`src/rtl/uart_pkg.sv`:
```
// Purpose: shared types and constants for the 8N1 UART receiver.
//   rx_state_e  : receiver FSM states
//   DATA_BITS   : payload bits per frame
//   CNT_W       : width of the bit-timing down counter
//   BIT_IDX_W   : width of the data-bit index
//   bit_cycles(): clock cycles per bit, rounded to nearest
package uart_pkg;

    localparam int unsigned DATA_BITS = 8;
    localparam int unsigned CNT_W     = 20;
    localparam int unsigned BIT_IDX_W = 3;

    typedef enum logic [1:0] {
        IDLE  = 2'd0,
        START = 2'd1,
        DATA  = 2'd2,
        STOP  = 2'd3
    } rx_state_e;

    // Rounded division so the bit period is as close as possible to the line rate.
    function automatic int unsigned bit_cycles(input int unsigned clk_freq,
                                               input int unsigned baud);
        return (clk_freq + baud / 2) / baud;
    endfunction

endpackage

```
`src/rtl/uart_rx_buffer.sv`:
```
// Purpose: one-entry valid/ready output register for received bytes.
//   clk, reset     : clock, async active-low reset
//   in_data_i      : completed byte from the receiver FSM
//   in_valid_i     : single-cycle strobe, byte completed with good stop bit
//   ready_i        : consumer accepts the held byte this cycle
//   data_o/valid_o : held byte and its occupancy flag (registered)
//   drop_o         : 1-cycle pulse, incoming byte dropped because buffer stayed full
module uart_rx_buffer
    import uart_pkg::*;
(
    input  logic                 clk,
    input  logic                 reset,
    input  logic [DATA_BITS-1:0] in_data_i,
    input  logic                 in_valid_i,
    input  logic                 ready_i,
    output logic [DATA_BITS-1:0] data_o,
    output logic                 valid_o,
    output logic                 drop_o
);

    logic [DATA_BITS-1:0] data_q, data_d;
    logic                 valid_q, valid_d;
    logic                 drop_q, drop_d;

    // Load when empty or when the held byte leaves in the same cycle; otherwise drop.
    always_comb begin
        data_d  = data_q;
        valid_d = valid_q;
        drop_d  = 1'b0;
        if (in_valid_i) begin
            if (!valid_q || ready_i) begin
                data_d  = in_data_i;
                valid_d = 1'b1;
            end else begin
                drop_d  = 1'b1;
            end
        end else if (valid_q && ready_i) begin
            valid_d = 1'b0;
        end
    end

    always_ff @(posedge clk or negedge reset) begin
        if (!reset) begin
            data_q  <= '0;
            valid_q <= 1'b0;
            drop_q  <= 1'b0;
        end else begin
            data_q  <= data_d;
            valid_q <= valid_d;
            drop_q  <= drop_d;
        end
    end

    assign data_o  = data_q;
    assign valid_o = valid_q;
    assign drop_o  = drop_q;

endmodule

```
`src/rtl/uart_rx.sv`:
```
// Purpose: 8N1 UART receiver with a one-entry valid/ready output buffer.
//   clk, reset        : clock, async active-low reset
//   io_rxd            : asynchronous serial line, idle high
//   io_channel_data   : received byte, stable while io_channel_valid
//   io_channel_valid  : buffer holds an unconsumed byte
//   io_channel_ready  : consumer accepts the byte
//   io_frame_err      : 1-cycle pulse, stop bit sampled low
//   io_overrun        : 1-cycle pulse, byte completed while buffer full and dropped
module uart_rx
    import uart_pkg::*;
#(
    parameter int unsigned CLK_FREQ = 50000000,
    parameter int unsigned BAUD     = 115200
) (
    input  logic                 clk,
    input  logic                 reset,
    input  logic                 io_rxd,
    output logic [DATA_BITS-1:0] io_channel_data,
    output logic                 io_channel_valid,
    input  logic                 io_channel_ready,
    output logic                 io_frame_err,
    output logic                 io_overrun
);

    localparam int unsigned      BIT_CYCLES = bit_cycles(CLK_FREQ, BAUD);
    localparam logic [CNT_W-1:0] CNT_FULL   = CNT_W'(BIT_CYCLES - 1);
    localparam logic [CNT_W-1:0] CNT_HALF   = CNT_W'(BIT_CYCLES / 2 - 1);
    localparam logic [BIT_IDX_W-1:0] LAST_BIT = BIT_IDX_W'(DATA_BITS - 1);

    logic                 rx_meta_q, rx_s_q;
    rx_state_e            state_q, state_d;
    logic [CNT_W-1:0]     cnt_q, cnt_d;
    logic [BIT_IDX_W-1:0] bits_q, bits_d;
    logic [DATA_BITS-1:0] shift_q, shift_d;
    logic                 frame_err_q, frame_err_d;
    logic                 emit_c;

    // Two-flop synchroniser; reset to idle-high so reset release never fakes a start bit.
    always_ff @(posedge clk or negedge reset) begin
        if (!reset) begin
            rx_meta_q <= 1'b1;
            rx_s_q    <= 1'b1;
        end else begin
            rx_meta_q <= io_rxd;
            rx_s_q    <= rx_meta_q;
        end
    end

    // Next-state logic: half-bit wait in START puts every later sample at mid-bit.
    always_comb begin
        state_d     = state_q;
        cnt_d       = cnt_q;
        bits_d      = bits_q;
        shift_d     = shift_q;
        frame_err_d = 1'b0;
        emit_c      = 1'b0;
        case (state_q)
            IDLE: begin
                if (!rx_s_q) begin
                    state_d = START;
                    cnt_d   = CNT_HALF;
                end
            end
            START: begin
                if (cnt_q != '0) begin
                    cnt_d = cnt_q - CNT_W'(1);
                end else if (!rx_s_q) begin
                    state_d = DATA;
                    cnt_d   = CNT_FULL;
                    bits_d  = '0;
                end else begin
                    state_d = IDLE;
                end
            end
            DATA: begin
                if (cnt_q != '0) begin
                    cnt_d = cnt_q - CNT_W'(1);
                end else begin
                    shift_d = {rx_s_q, shift_q[DATA_BITS-1:1]};
                    cnt_d   = CNT_FULL;
                    if (bits_q == LAST_BIT) begin
                        state_d = STOP;
                    end else begin
                        bits_d = bits_q + BIT_IDX_W'(1);
                    end
                end
            end
            STOP: begin
                if (cnt_q != '0) begin
                    cnt_d = cnt_q - CNT_W'(1);
                end else begin
                    state_d = IDLE;
                    if (rx_s_q) begin
                        emit_c = 1'b1;
                    end else begin
                        frame_err_d = 1'b1;
                    end
                end
            end
            default: state_d = IDLE;
        endcase
    end

    always_ff @(posedge clk or negedge reset) begin
        if (!reset) begin
            state_q     <= IDLE;
            cnt_q       <= '0;
            bits_q      <= '0;
            shift_q     <= '0;
            frame_err_q <= 1'b0;
        end else begin
            state_q     <= state_d;
            cnt_q       <= cnt_d;
            bits_q      <= bits_d;
            shift_q     <= shift_d;
            frame_err_q <= frame_err_d;
        end
    end

    assign io_frame_err = frame_err_q;

    uart_rx_buffer u_buffer (
        .clk       (clk),
        .reset     (reset),
        .in_data_i (shift_q),
        .in_valid_i(emit_c),
        .ready_i   (io_channel_ready),
        .data_o    (io_channel_data),
        .valid_o   (io_channel_valid),
        .drop_o    (io_overrun)
    );

endmodule

```
`config.mk`:
```
export PLATFORM = sky130hd
export DESIGN_NAME = uart_rx
export DESIGN_NICKNAME = d
export VERILOG_FILES = /design/src/rtl/uart_pkg.sv /design/src/rtl/uart_rx_buffer.sv /design/src/rtl/uart_rx.sv
export SDC_FILE = /design/constraint.sdc
export NUM_CORES = 1
export LEC_CHECK = 0
export ABC_AREA = 1
export CORE_ASPECT_RATIO = 0.7
export CORE_MARGIN = 2
export CORE_UTILIZATION = 55
export DETAILED_ROUTE_END_ITERATION = 10
export GPL_ROUTABILITY_DRIVEN = 0
export PLACE_DENSITY = 0.79
export REMOVE_ABC_BUFFERS = 1
export SYNTH_ARGS = -nofsm -noshare
export SYNTH_HDL_FRONTEND = slang
export SYNTH_SLANG_ARGS = --single-unit
```
`constraint.sdc`:
```
create_clock -name clk -period 2.2 [get_ports clk]
set_clock_uncertainty 0.1 [all_clocks]
set_input_delay 0.44 -clock clk [delete_from_list [all_inputs] [get_ports clk]]
set_output_delay 0.44 -clock clk [all_outputs]
set_load 0.02 [all_outputs]
```
Word level (Yosys, flattened, before mapping)
Cells that the tools add are included.
Widths: inputs -> output; s select.

storage, ports and cells
  output and inout port bits = 11
  register bits = 46
  input bits = 4
  logic and storage cells = 69

operators by class
  muxes and demuxes = 29
  reductions and logical operators = 13
  add/sub/neg operators = 2
  bitwise gates (word level) = 1
  eq/ne operators = 14

operator list
  kind                   number
  $mux 20                5
  $pmux 20 s4            1
  $reduce_bool 20->1     1
  $sub 20x1->20 const B  1
  $ne 2x2->1 const B     8
  $mux 2                 6
  $mux 3                 4
  $mux 1                 11
  $reduce_and 5->1       2
  $pmux 2 s4             1
  $pmux 3 s2             1
  $reduce_and 2->1       3
  $eq 2x2->1 const B     2
  $reduce_bool 2->1      2
  $add 3x1->3 const B    1
  $eq 3x3->1 const B     1
  $ne 3x3->1 const B     1
  $reduce_and 3->1       1
  $eq 2x1->1 const B     1
  $logic_not 2->1        1
  $ne 2x1->1 const B     1
  $logic_and 1x1->1      1
  $logic_not 1->1        1
  $logic_or 1x1->1       1
  $not 1->1              1

Depth between registers and ports, before layout
  word-level depth = 5
  mapped depth = 13
  gate-level depth less buffers = 13

Cells and area by module
Synthesis repeated with hierarchy kept, for this count alone.

second synthesis, totals
  cells, all modules = 362
  area, all modules = 2760.1 sq um

by module, submodules not included
  module          seq. area each (sq um)  cells an instance  area an instance (sq um)  times used
  uart_rx         903.4                   320                2301.0                    1
  uart_rx_buffer  250.2                   42                 459.2                     1

Worst setup path after synthesis
No wires, ideal clock.

  kind = register to register
  start = reg cnt_q[0]
  end = reg cnt_q[10]
  path buffers = 1
  cell stages (with the launch flop) = 13
  path slack = 0.464 ns
  arrival time = 1.520 ns
  library setup time = 0.116 ns
  required time = 1.984 ns
  clock period less this slack = 1.736 ns
  cell sequence = dfrtp_1 inv_1 ha_1 inv_1 nor2_1 nand2_1 nor2_2 nand3_2 nand2_1 nand2_2 a21oi_2 buf_6 nor2_1

on the way
  word-level cells in the longest chain between the ends = 3
  elaborated cells between the ends (all ways) = 9
  classes of those cells = add/sub: 1; eq/ne: 2; mux: 4; reduce/logical: 2

ends and longest elaborated chain
  element                                                     RTL line        RTL
  from (decl)                                                 uart_rx.sv:32   logic [CNT_W-1:0] cnt_q, cnt_d;
  from (signal assigned)                                      uart_rx.sv:113  cnt_q <= cnt_d;
  $sub 20x1->20 / $reduce_bool 20->1 (equally long branches)  --
  $mux 20, or another cell as far along                       uart_rx.sv:89   if (cnt_q != '0) begin
  $pmux 20 s4 / $reduce_and 3->1 (equally long branches)      --

Parallel ways exist; a longest one is shown, timed or not. The select of a mux whose other input is x is not followed.
A chain may end at the register's enable or synchronous reset.

Worst setup path in the final report
  start = reg cnt_q[0]
  end = reg cnt_q[19]

The elaborated chain is that of the path after synthesis.

==> flow_summary.yaml <==
outcome:
  status: "finished with violations"
  violations: "negative hold slack"
clock_tree:
  postCtsSetupBuffers: 0
  clkLatencyLatePin_ns: 0.30
  htreeDepth: 2
  tritoncts: "done"
  clock-sinks: 46
  clkTransAtPathRegs_ns: 0.09
  cts_hold_buf: 0
  cts_buffer_depth: 2
  cts-root-buf: "clkbuf_8"
  cts_buffers: 5
  ctsResizeCount: 0
sta:
  tightest_slew_ns: 0.5197
  slew_violations: 0
  finalSetupViolations: 0
  layout_setup_ws_ns: 0.2538
  timing.final.crit_share_pct: 88.46
  slew_headroom_pct: 65.36
  whs_ns: -0.003167
  post-route-min-period_ns: 1.946
  finalHoldViolations: 3
  rsz0062_at_grt: "false"
  tns_ns: 0
  fmax_ghz: 0.5138
grt:
  antenna_found_initial: 0
  grt_usage_pct: 22.28
  globalRouteOverflowTotal: 0
  grt_max_degree: 26
  grt_pass1_wl_microns: 9701
  first_global_vias: 2130
run:
  max-cap-violations: 0
power:
  p_leak_nw: 1.651
  irDropWorstVdd_v: 0.0003458
  p_per_area_nw_per_um2: 532.7
  total_power_w: 0.001650
cells_and_area:
  instances_no_fill: 454
  antennaDiodeCount: 0
  area_delta_synth_final_pct: 13.84
  final_common_cell: "nand2_1"
  final_util_pct: 64.78
  fill_cells: 442
  nets: 397
  drive_gt1_share_pct: 12.73
  final_cell_mix: "116 x nand2_1, 47 x inv_1, 44 x dfrtp_1"
synth:
  syn_area_sq_um: 2721
  yosysWarnings: 0
  synth_cell_types: 28
  synth_seq_cells: 46
  yosys.area.top_type: "dfrtp_1"
  syn_inst: 364
  ys_top_cells_by_area: "dfrtp_1 40%, nand2_1 16%, inv_1 6.5%"
  synth_top_area_share_pct: 40.46
  ys_seq_area_share_pct: 42.39
  syn_area_per_cell_sq_um: 7.476
floorplan:
  start_util_pct: 56.91
  io_pins: 15
  die_w_microns: 88.08
  rows: 21
  die_h_microns: 62.85
  coreArea_sq_um: 4782
  die_area_sq_um: 5536
routing:
  via_count: 2322
  wl_per_cell_microns: 12.34
  firstDrtPassIters: 5
  via_per_inst: 5.115
  wirelength_microns: 5601
  drtAntennaViolNets: 0
  drc_errors: 0
  drt_iter0_drc: 203
setup_path:
  r2r-start: "cnt_q[0]"
  required_ns: 2.29
  endpoint_kind: "flop"
  critPathCapture: "cnt_q[19]"
  arrival_ns: 2.04
  path_class: "reg2reg"
  r2r_end: "cnt_q[19]"
  critPathLaunchType: "flop"
  ff2ff_path_depth: 12
  r2r_setup_slack_ns: 0.25
  startpoint: "cnt_q[0]"
  critPathMaxFanout: 11
placement:
  place.port_buffers: 14
  dp_slack_ns: 0.2670
  dp_cells: 446
  hpwl_microns: 4175
worst_hold_path:
  hp-class: "in2async"
[cells in the mapped netlist, drive strengths merged]
library cell / instances
dfrtp: 44
or2: 1
nor3: 2
nand3: 31
nor2: 54
and2: 1
dfstp: 2
a21oi: 2
xor2: 3
inv: 48
xnor2: 1
ha: 9
buf: 5
nand2: 121
nand4: 14
clkbuf: 2
o21ai: 24
[kinds of logic (layout without fill, tap and decap cells)]
kind of cell	Yosys count	after routing	share of synthesized area (%)
buffers and inverters	55	76	8.276
xor gates and xnor gates	4	4	1.288
AOI/OAI and AO/OA	26	26	6.023
DFF	46	46	42.39
and+or+nand+nor	224	224	37.89
adders and majority gates	9	9	4.138
[registers in the layout, summed over array words and instances, names as in the netlist, 3 cells and up, named ones only]
register	cells
bits_q	3
cnt_q	20
shift_q	8
u_buffer.data_o	8
[layer usage]
metal	global-route usage, %	vias to the layer above	wire [microns]
li1	-	1176	-
met1	32.57	1075	2754
met2	34.00	59	2483
met3	5.152	12	295
met4	4.545	0	68
met5	0	-	0
[critical path: stages, from the launching register on]
cell and delay [ns]:
dfrtp_1 0.41, inv_1 0.11, ha_1 0.18, inv_1 0.04
nor2_1 0.07, nand2_1 0.07, nor2_2 0.18, nand3_2 0.13
nand2_1 0.10, nand2_2 0.07, a21oi_2 0.11, buf_4 0.19
nor2_1 0.06
[power by group]
group          total [W]  internal [W]  switching [W]
combinational  0.0000278    0.00000811      0.0000197
clock           0.000773      0.000484       0.000288
sequential      0.000850      0.000848     0.00000167
total            0.00165       0.00134       0.000310
[worst min path at each step]
stage,startpoint,end,slack (ns),depth (start not counted)
2_1_floorplan,reset,asynchronous set/reset pin,0.04,0
3_3_place_gp,rx_meta_q,rx_s_q,0.25,0
3_5_place_dp,rx_meta_q,rx_s_q,0.25,0
4_1_cts,reset,cnt_q[11],0.02,1
5_1_grt,reset,cnt_q[11],0.04,1
6_report,reset,cnt_q[11],-0.003,1
[through the flow]
step	hold WS (ns)	cell area [sq um]
detailed placement	0.2488	2955
global placement	0.2460	2955
CTS	0.01905	3098
global route	0.04068	3098
finish	-0.003167	3098
floorplan	0.04441	2676
[cell type report]
class                      instances  area [sq um]  share of cell area, %
timing repair buffer              20         192.7                  6.220
clock buffer                       6         82.58                  2.666
multi-input combinational        263          1343                  43.34
inverter                          48         180.2                  5.816
tap                               69         86.33                  2.787
clock inverter                     2         60.06                  1.939
sequential                        46          1154                  37.24
Power figures use the tool's default switching activity.
